$ cat config.mk
export PLATFORM = sky130hd
export DESIGN_NAME = qfix_divider
export DESIGN_NICKNAME = d
export VERILOG_FILES = /design/src/rtl/qfix_divider.sv
export SDC_FILE = /design/constraint.sdc
export NUM_CORES = 1
export LEC_CHECK = 0
export BUFFER_PORTS_ARGS = -buffer_cell sky130_fd_sc_hd__buf_4
export CORE_MARGIN = 4
export CORE_UTILIZATION = 40
export CTS_CLUSTER_SIZE = 14
export DETAILED_ROUTE_END_ITERATION = 10
export GPL_TIMING_DRIVEN = 0
export HOLD_SLACK_MARGIN = 0.05
export SYNTH_ARGS = -nofsm -noshare
export SYNTH_HDL_FRONTEND = slang
export SYNTH_SLANG_ARGS = --single-unit
$ cat constraint.sdc
create_clock -name clk -period 4.2 [get_ports clk]
set_clock_uncertainty 0.2 [all_clocks]
set_input_delay 0 -clock clk [delete_from_list [all_inputs] [get_ports clk]]
set_output_delay 0 -clock clk [all_outputs]
set_load 0.005 [all_outputs]
$ cat src/rtl/qfix_divider.sv
// Iterative signed fixed-point divider (Q-format, WIDTH total / FRAC fractional bits).
// Special operands resolve in one cycle; finite quotients use restoring division, BPC bits per cycle.
module qfix_divider #(
    parameter int WIDTH = 64,
    parameter int FRAC  = 16,
    parameter int BPC   = 1,
    parameter int ROUND = 0
) (
    input  logic             clk,
    input  logic             reset,
    input  logic             launch,
    input  logic [WIDTH-1:0] a,
    input  logic [WIDTH-1:0] b,
    output logic             busy,
    output logic             valid,
    output logic [WIDTH-1:0] res,
    output logic             nan,
    output logic             div_by_zero,
    output logic             overflow
);
    localparam int DW = WIDTH + FRAC;
    localparam int N  = DW / BPC;
    localparam int CW = $clog2(N + 1);

    localparam logic [WIDTH-1:0] NAN_V  = {1'b1, {(WIDTH-1){1'b0}}};
    localparam logic [WIDTH-1:0] PINF_V = {1'b0, {(WIDTH-1){1'b1}}};
    localparam logic [WIDTH-1:0] NINF_V = NAN_V | WIDTH'(1);

    typedef enum logic [1:0] {S_IDLE, S_SPECIAL, S_DIVIDE, S_FINISH} state_t;

    state_t state_q, state_d;

    logic [WIDTH-1:0] d_q;
    logic [WIDTH-1:0] rem_q;
    logic [DW-1:0]    quo_q;
    logic [CW-1:0]    cnt_q;
    logic             sign_q;
    logic [WIDTH-1:0] sres_q;
    logic             snan_q;
    logic             sdz_q;
    logic             valid_q;
    logic [WIDTH-1:0] res_q;
    logic             nan_q;
    logic             dz_q;
    logic             ovf_q;

    // Operand classification on the live inputs, used only at the capture edge.
    logic a_nan, b_nan, a_inf, b_inf, a_zero, b_zero, any_special, in_sign;
    logic [WIDTH-1:0] a_mag, b_mag;

    assign a_nan       = (a == NAN_V);
    assign b_nan       = (b == NAN_V);
    assign a_inf       = (a == PINF_V) || (a == NINF_V);
    assign b_inf       = (b == PINF_V) || (b == NINF_V);
    assign a_zero      = (a == '0);
    assign b_zero      = (b == '0);
    assign any_special = a_nan || b_nan || a_inf || b_inf || a_zero || b_zero;
    assign in_sign     = a[WIDTH-1] ^ b[WIDTH-1];
    assign a_mag       = a[WIDTH-1] ? -a : a;
    assign b_mag       = b[WIDTH-1] ? -b : b;

    logic [WIDTH-1:0] s_res;
    logic             s_nan;
    logic             s_dz;

    always_comb begin
        s_res = '0;
        s_nan = 1'b0;
        s_dz  = 1'b0;
        if (a_nan || b_nan) begin
            s_res = NAN_V;
            s_nan = 1'b1;
        end else if (b_zero) begin
            s_res = NAN_V;
            s_nan = 1'b1;
            s_dz  = 1'b1;
        end else if (a_inf && b_inf) begin
            s_res = NAN_V;
            s_nan = 1'b1;
        end else if (a_inf) begin
            s_res = in_sign ? NINF_V : PINF_V;
        end
    end

    // One cycle of restoring division. The remainder stays below the divisor,
    // which is below 2^(WIDTH-1), so its top bit can be shifted out safely.
    logic [WIDTH-1:0] rem_n, trial;
    logic [DW-1:0]    quo_n;

    always_comb begin
        rem_n = rem_q;
        quo_n = quo_q;
        trial = '0;
        for (int i = 0; i < BPC; i++) begin
            trial = {rem_n[WIDTH-2:0], quo_n[DW-1]};
            quo_n = {quo_n[DW-2:0], 1'b0};
            if (trial >= d_q) begin
                rem_n    = trial - d_q;
                quo_n[0] = 1'b1;
            end else begin
                rem_n = trial;
            end
        end
    end

    logic             round_up;
    logic [DW:0]      mag_rnd;
    logic             fin_ovf;
    logic [WIDTH-1:0] fin_res;

    always_comb begin
        round_up = (ROUND != 0) && ({rem_q, 1'b0} >= {1'b0, d_q});
        mag_rnd  = {1'b0, quo_q} + {{DW{1'b0}}, round_up};
        fin_ovf  = |mag_rnd[DW:WIDTH-1];
        if (fin_ovf) begin
            fin_res = sign_q ? NINF_V : PINF_V;
        end else begin
            fin_res = sign_q ? -mag_rnd[WIDTH-1:0] : mag_rnd[WIDTH-1:0];
        end
    end

    always_comb begin
        state_d = state_q;
        case (state_q)
            S_IDLE:    if (launch) state_d = any_special ? S_SPECIAL : S_DIVIDE;
            S_SPECIAL: state_d = S_IDLE;
            S_DIVIDE:  if (cnt_q == CW'(N - 1)) state_d = S_FINISH;
            S_FINISH:  state_d = S_IDLE;
            default:   state_d = S_IDLE;
        endcase
    end

    always_ff @(posedge clk) begin
        if (reset) begin
            state_q <= S_IDLE;
        end else begin
            state_q <= state_d;
        end
    end

    always_ff @(posedge clk) begin
        if (reset) begin
            d_q     <= '0;
            rem_q   <= '0;
            quo_q   <= '0;
            cnt_q   <= '0;
            sign_q  <= 1'b0;
            sres_q  <= '0;
            snan_q  <= 1'b0;
            sdz_q   <= 1'b0;
            valid_q <= 1'b0;
            res_q   <= '0;
            nan_q   <= 1'b0;
            dz_q    <= 1'b0;
            ovf_q   <= 1'b0;
        end else begin
            valid_q <= 1'b0;
            case (state_q)
                S_IDLE: begin
                    if (launch) begin
                        sign_q <= in_sign;
                        quo_q  <= {a_mag, {FRAC{1'b0}}};
                        d_q    <= b_mag;
                        rem_q  <= '0;
                        cnt_q  <= '0;
                        sres_q <= s_res;
                        snan_q <= s_nan;
                        sdz_q  <= s_dz;
                    end
                end
                S_SPECIAL: begin
                    res_q   <= sres_q;
                    nan_q   <= snan_q;
                    dz_q    <= sdz_q;
                    ovf_q   <= 1'b0;
                    valid_q <= 1'b1;
                end
                S_DIVIDE: begin
                    quo_q <= quo_n;
                    rem_q <= rem_n;
                    cnt_q <= cnt_q + 1'b1;
                end
                S_FINISH: begin
                    res_q   <= fin_res;
                    nan_q   <= 1'b0;
                    dz_q    <= 1'b0;
                    ovf_q   <= fin_ovf;
                    valid_q <= 1'b1;
                end
                default: ;
            endcase
        end
    end

    assign busy        = (state_q != S_IDLE);
    assign valid       = valid_q;
    assign res         = res_q;
    assign nan         = nan_q;
    assign div_by_zero = dz_q;
    assign overflow    = ovf_q;

endmodule

==> run metrics <==
multi-input logic area=13100 µm²; port bufs=197; crit end category=flip-flop; die area=53340 µm²; number of synthesized flops with an enable pin=0; Cell Int Power=5.702 mW; worst hold slack=130.4 ps; Cell Chain, Critical Path=dlygate4sd3_1 -> buf_4 -> or4_1 -> or2_2 -> nor4_2 -> nand4_1 -> or2_2 -> o31ai_1 -> xor2_1 -> dlygate4sd3_1 -> o22ai_1 -> dlygate4sd3_1; drt total wl=90660 µm; CTS Buf Count=37; violations in the final reports=setup timing; CP arrival=4450 ps; reported max-cap violation count=0; async set-reset flop share out of synthesis=0; Pwr per Cell Area=346.8 nW/µm²; Reg power frac=0.343; final setup vio count=1; min Tclk post-route=4200 ps; first-pass GRT wire length=135900 µm; pre-CTS setup slack=-679.2 ps; Initial DRC Count=2002; flops & latches, synth=290; GRT Resource Usage Total=0.3253; initial antenna violation count=0; Reg clk slew, reported paths=60 ps; CTS sink cnt=290; chip width=231.0 µm; Final Hold Violating Endpoints=0; most used cell, CP=dlygate4sd3_1; area added between synthesis and finish=29.34%; RSZ-0062 raised after global routing=true; Root Buffer Master=clkbuf_16; most common cell in the netlist=nand2_1; Detailed Place HPWL=70230 µm; Worst VDD drop=0.0002435 V; crit path kind=in2reg; CP Launch Type=input port; Worst Path Max Fanout=6; Clk network pwr share=0.339; WP buf/inv=4; core area=49050 µm²; sequential-to-total area share from yosys stat=0.2920; Syn Nets=2895; largest area contributor in the netlist=dfxtp_1; Initial Util=0.4054; net switching power=3.216 mW; # fillers=4868; Least-Margin Pin Slew=1190 ps; IO Pins=200; number of diodes=0; Leakage Power=9.785 nW; Max-slew headroom=0.1963; Hold Crit Class=in2reg; Setup WS post-layout=-0.4210 ps; top_reg_cell synth=dfxtp_1; vias=23.19k; Tot Pwr=8.918 mW; Mean Syn Cell Area=7.389 µm²; top cell type's share of synthesized area=0.2920; CTS tree=done; DRT Pass-1 Iters=8; largest net degree at the start of global routing=13; f_max=238.1 MHz; fin nets=3360; Synth cell types=77; clk_lat worst skew=560 ps; WL/cell=23.59 µm; row count=81; detailed-route DRC error count=0; Worst path max stage delay=630 ps; Final Instance Area=25720 µm²; Sw Share=0.3606; H-tree levels=2; Die Y=231.0 µm; DRT antenna net count=0; DP Area=22210 µm²; Pins Over Slew Limit=0; number of global-route vias before repair=22.43k; CP top delay family=simple AND/OR/NAND/NOR gates; Syn. warnings=0; Final Cycle Share=1.000; Worst path slowest cell=or4_1; total grt overflow=0; maximum root-to-sink buffer count=3; Req. time, crit path=4450 ps; Post-Syn Instances=2691; Gate power share=0.318; via/cell ratio=6.032; register area=5806 µm²; status=finished, violations left; layout cells sized above 1=0.1006; list of most frequent post-synthesis cells=313 x nand2_1, 290 x dfxtp_1, 260 x nor2_1; Synth area leaders=dfxtp_1 29%, nand2_1 5.9%, a21oi_1 5.7%, o21ai_0 5.1%, nor2_1 4.9%; final RePlAce weighted congestion=1.027; synthesized cell area=19880 µm²
layout make-up:
cell class,instances,area share
Buffer,178,0.02739
Tap cell,664,0.03231
Clock inverter,14,0.004671
Timing Repair Buffer,427,0.1471
Multi-Input combinational cell,2123,0.5094
Inverter,99,0.01445
Clock buffer,49,0.03892
Sequential cell,290,0.2257
layout by cell type (no fill, tap or decap), drive strengths merged, types with 19 or more instances in the layout:
master | synthesis | final
nor4 | 39 | 39
nor2 | 260 | 260
o21ai | 208 | 208
nor3 | 79 | 79
mux2i | 42 | 42
or3 | 42 | 42
a21oi | 225 | 225
dlygate4sd3 | 0 | 229
clkbuf | 159 | 207
a211oi | 67 | 67
ha | 72 | 72
o31ai | 40 | 40
dfxtp | 290 | 290
or4 | 24 | 24
o22ai | 30 | 30
xor2 | 110 | 110
o41ai | 25 | 25
buf | 20 | 218
nand2 | 313 | 313
a21o | 26 | 26
xnor2 | 82 | 82
nand4 | 63 | 63
or2 | 19 | 19
nand3 | 44 | 44
a31oi | 35 | 35
a22oi | 87 | 87
inv | 99 | 101
power groups by stage:
stage	logic [mW]	clock network [mW]	registers, mW
global placement	2.49	0	3.10
floorplan	1.60	0	3.05
global route	3.05	3.20	3.07
CTS	2.75	3.07	3.05
detailed placement	2.50	0	3.11
finish	2.83	3.03	3.06
worst reg2reg max path, delay by kind of cell, from the launching register on:
kind	cells	cell delay, ps
AO/OA/AOI/OAI	7	1990
buffers and inverters	2	350
AND/OR/NAND/NOR	2	800
adder cells (fa/ha/maj)	1	260
flip-flops	1	330
through the flow:
step | setup TNS [ps] | cells | util
floorplan | 0 | 2691 | -
global placement | -23970 | 3552 | 0.4525
detailed placement | -27870 | 3553 | 0.4528
CTS | 0 | 3845 | 0.5228
global route | -313.1 | 3844 | 0.5243
finish | -0.4210 | 3844 | 0.5243
kinds of logic after synthesis:
logic type | after synthesis | synth area share
AO/OA/AOI/OAI | 861 | 0.2739
adder cells (fa/ha/maj) | 73 | 0.04631
multiplexers | 46 | 0.02341
AND/OR/NAND/NOR | 951 | 0.2262
flip-flops | 290 | 0.2920
buffers and inverters | 278 | 0.05361
XOR/XNOR | 192 | 0.08457
metal layers:
metal  share of wire  track usage
met1            0.43       0.4294
met3           0.069      0.05183
met5               0            0
met2            0.46       0.5413
met4           0.037       0.1120
timing repair:
action,in CTS,in global routing
resized for setup,11,15
setup endpoints to repair,67,51
setup buffers,0,0
pin swaps,0,1
hold buffers,229,0
hold endpoints to repair,140,0
state kept, by name, summed over array words and instances, names as in the netlist, 2 cells and up:
signal / cells
cnt_q: 7
state_q: 2
d_q: 64
res: 64
quo_q: 80
sres_q: 3
rem_q: 63
worst paths after layout:
path                                            from                endpoint  slack, ps  depth (start not counted)
worst max-delay path                            b[3]    d_q[58]$_SDFFE_PP0P_       -0.4                         12
worst min-delay path                            b[0]     d_q[0]$_SDFFE_PP0P_        130                          4
worst max register to register  d_q[18]$_SDFFE_PP0P_  rem_q[57]$_SDFFE_PP0P_        150                         12
worst min register to register   d_q[0]$_SDFFE_PP0P_     d_q[0]$_SDFFE_PP0P_        260                          2
Power figures use the tool's default switching activity.
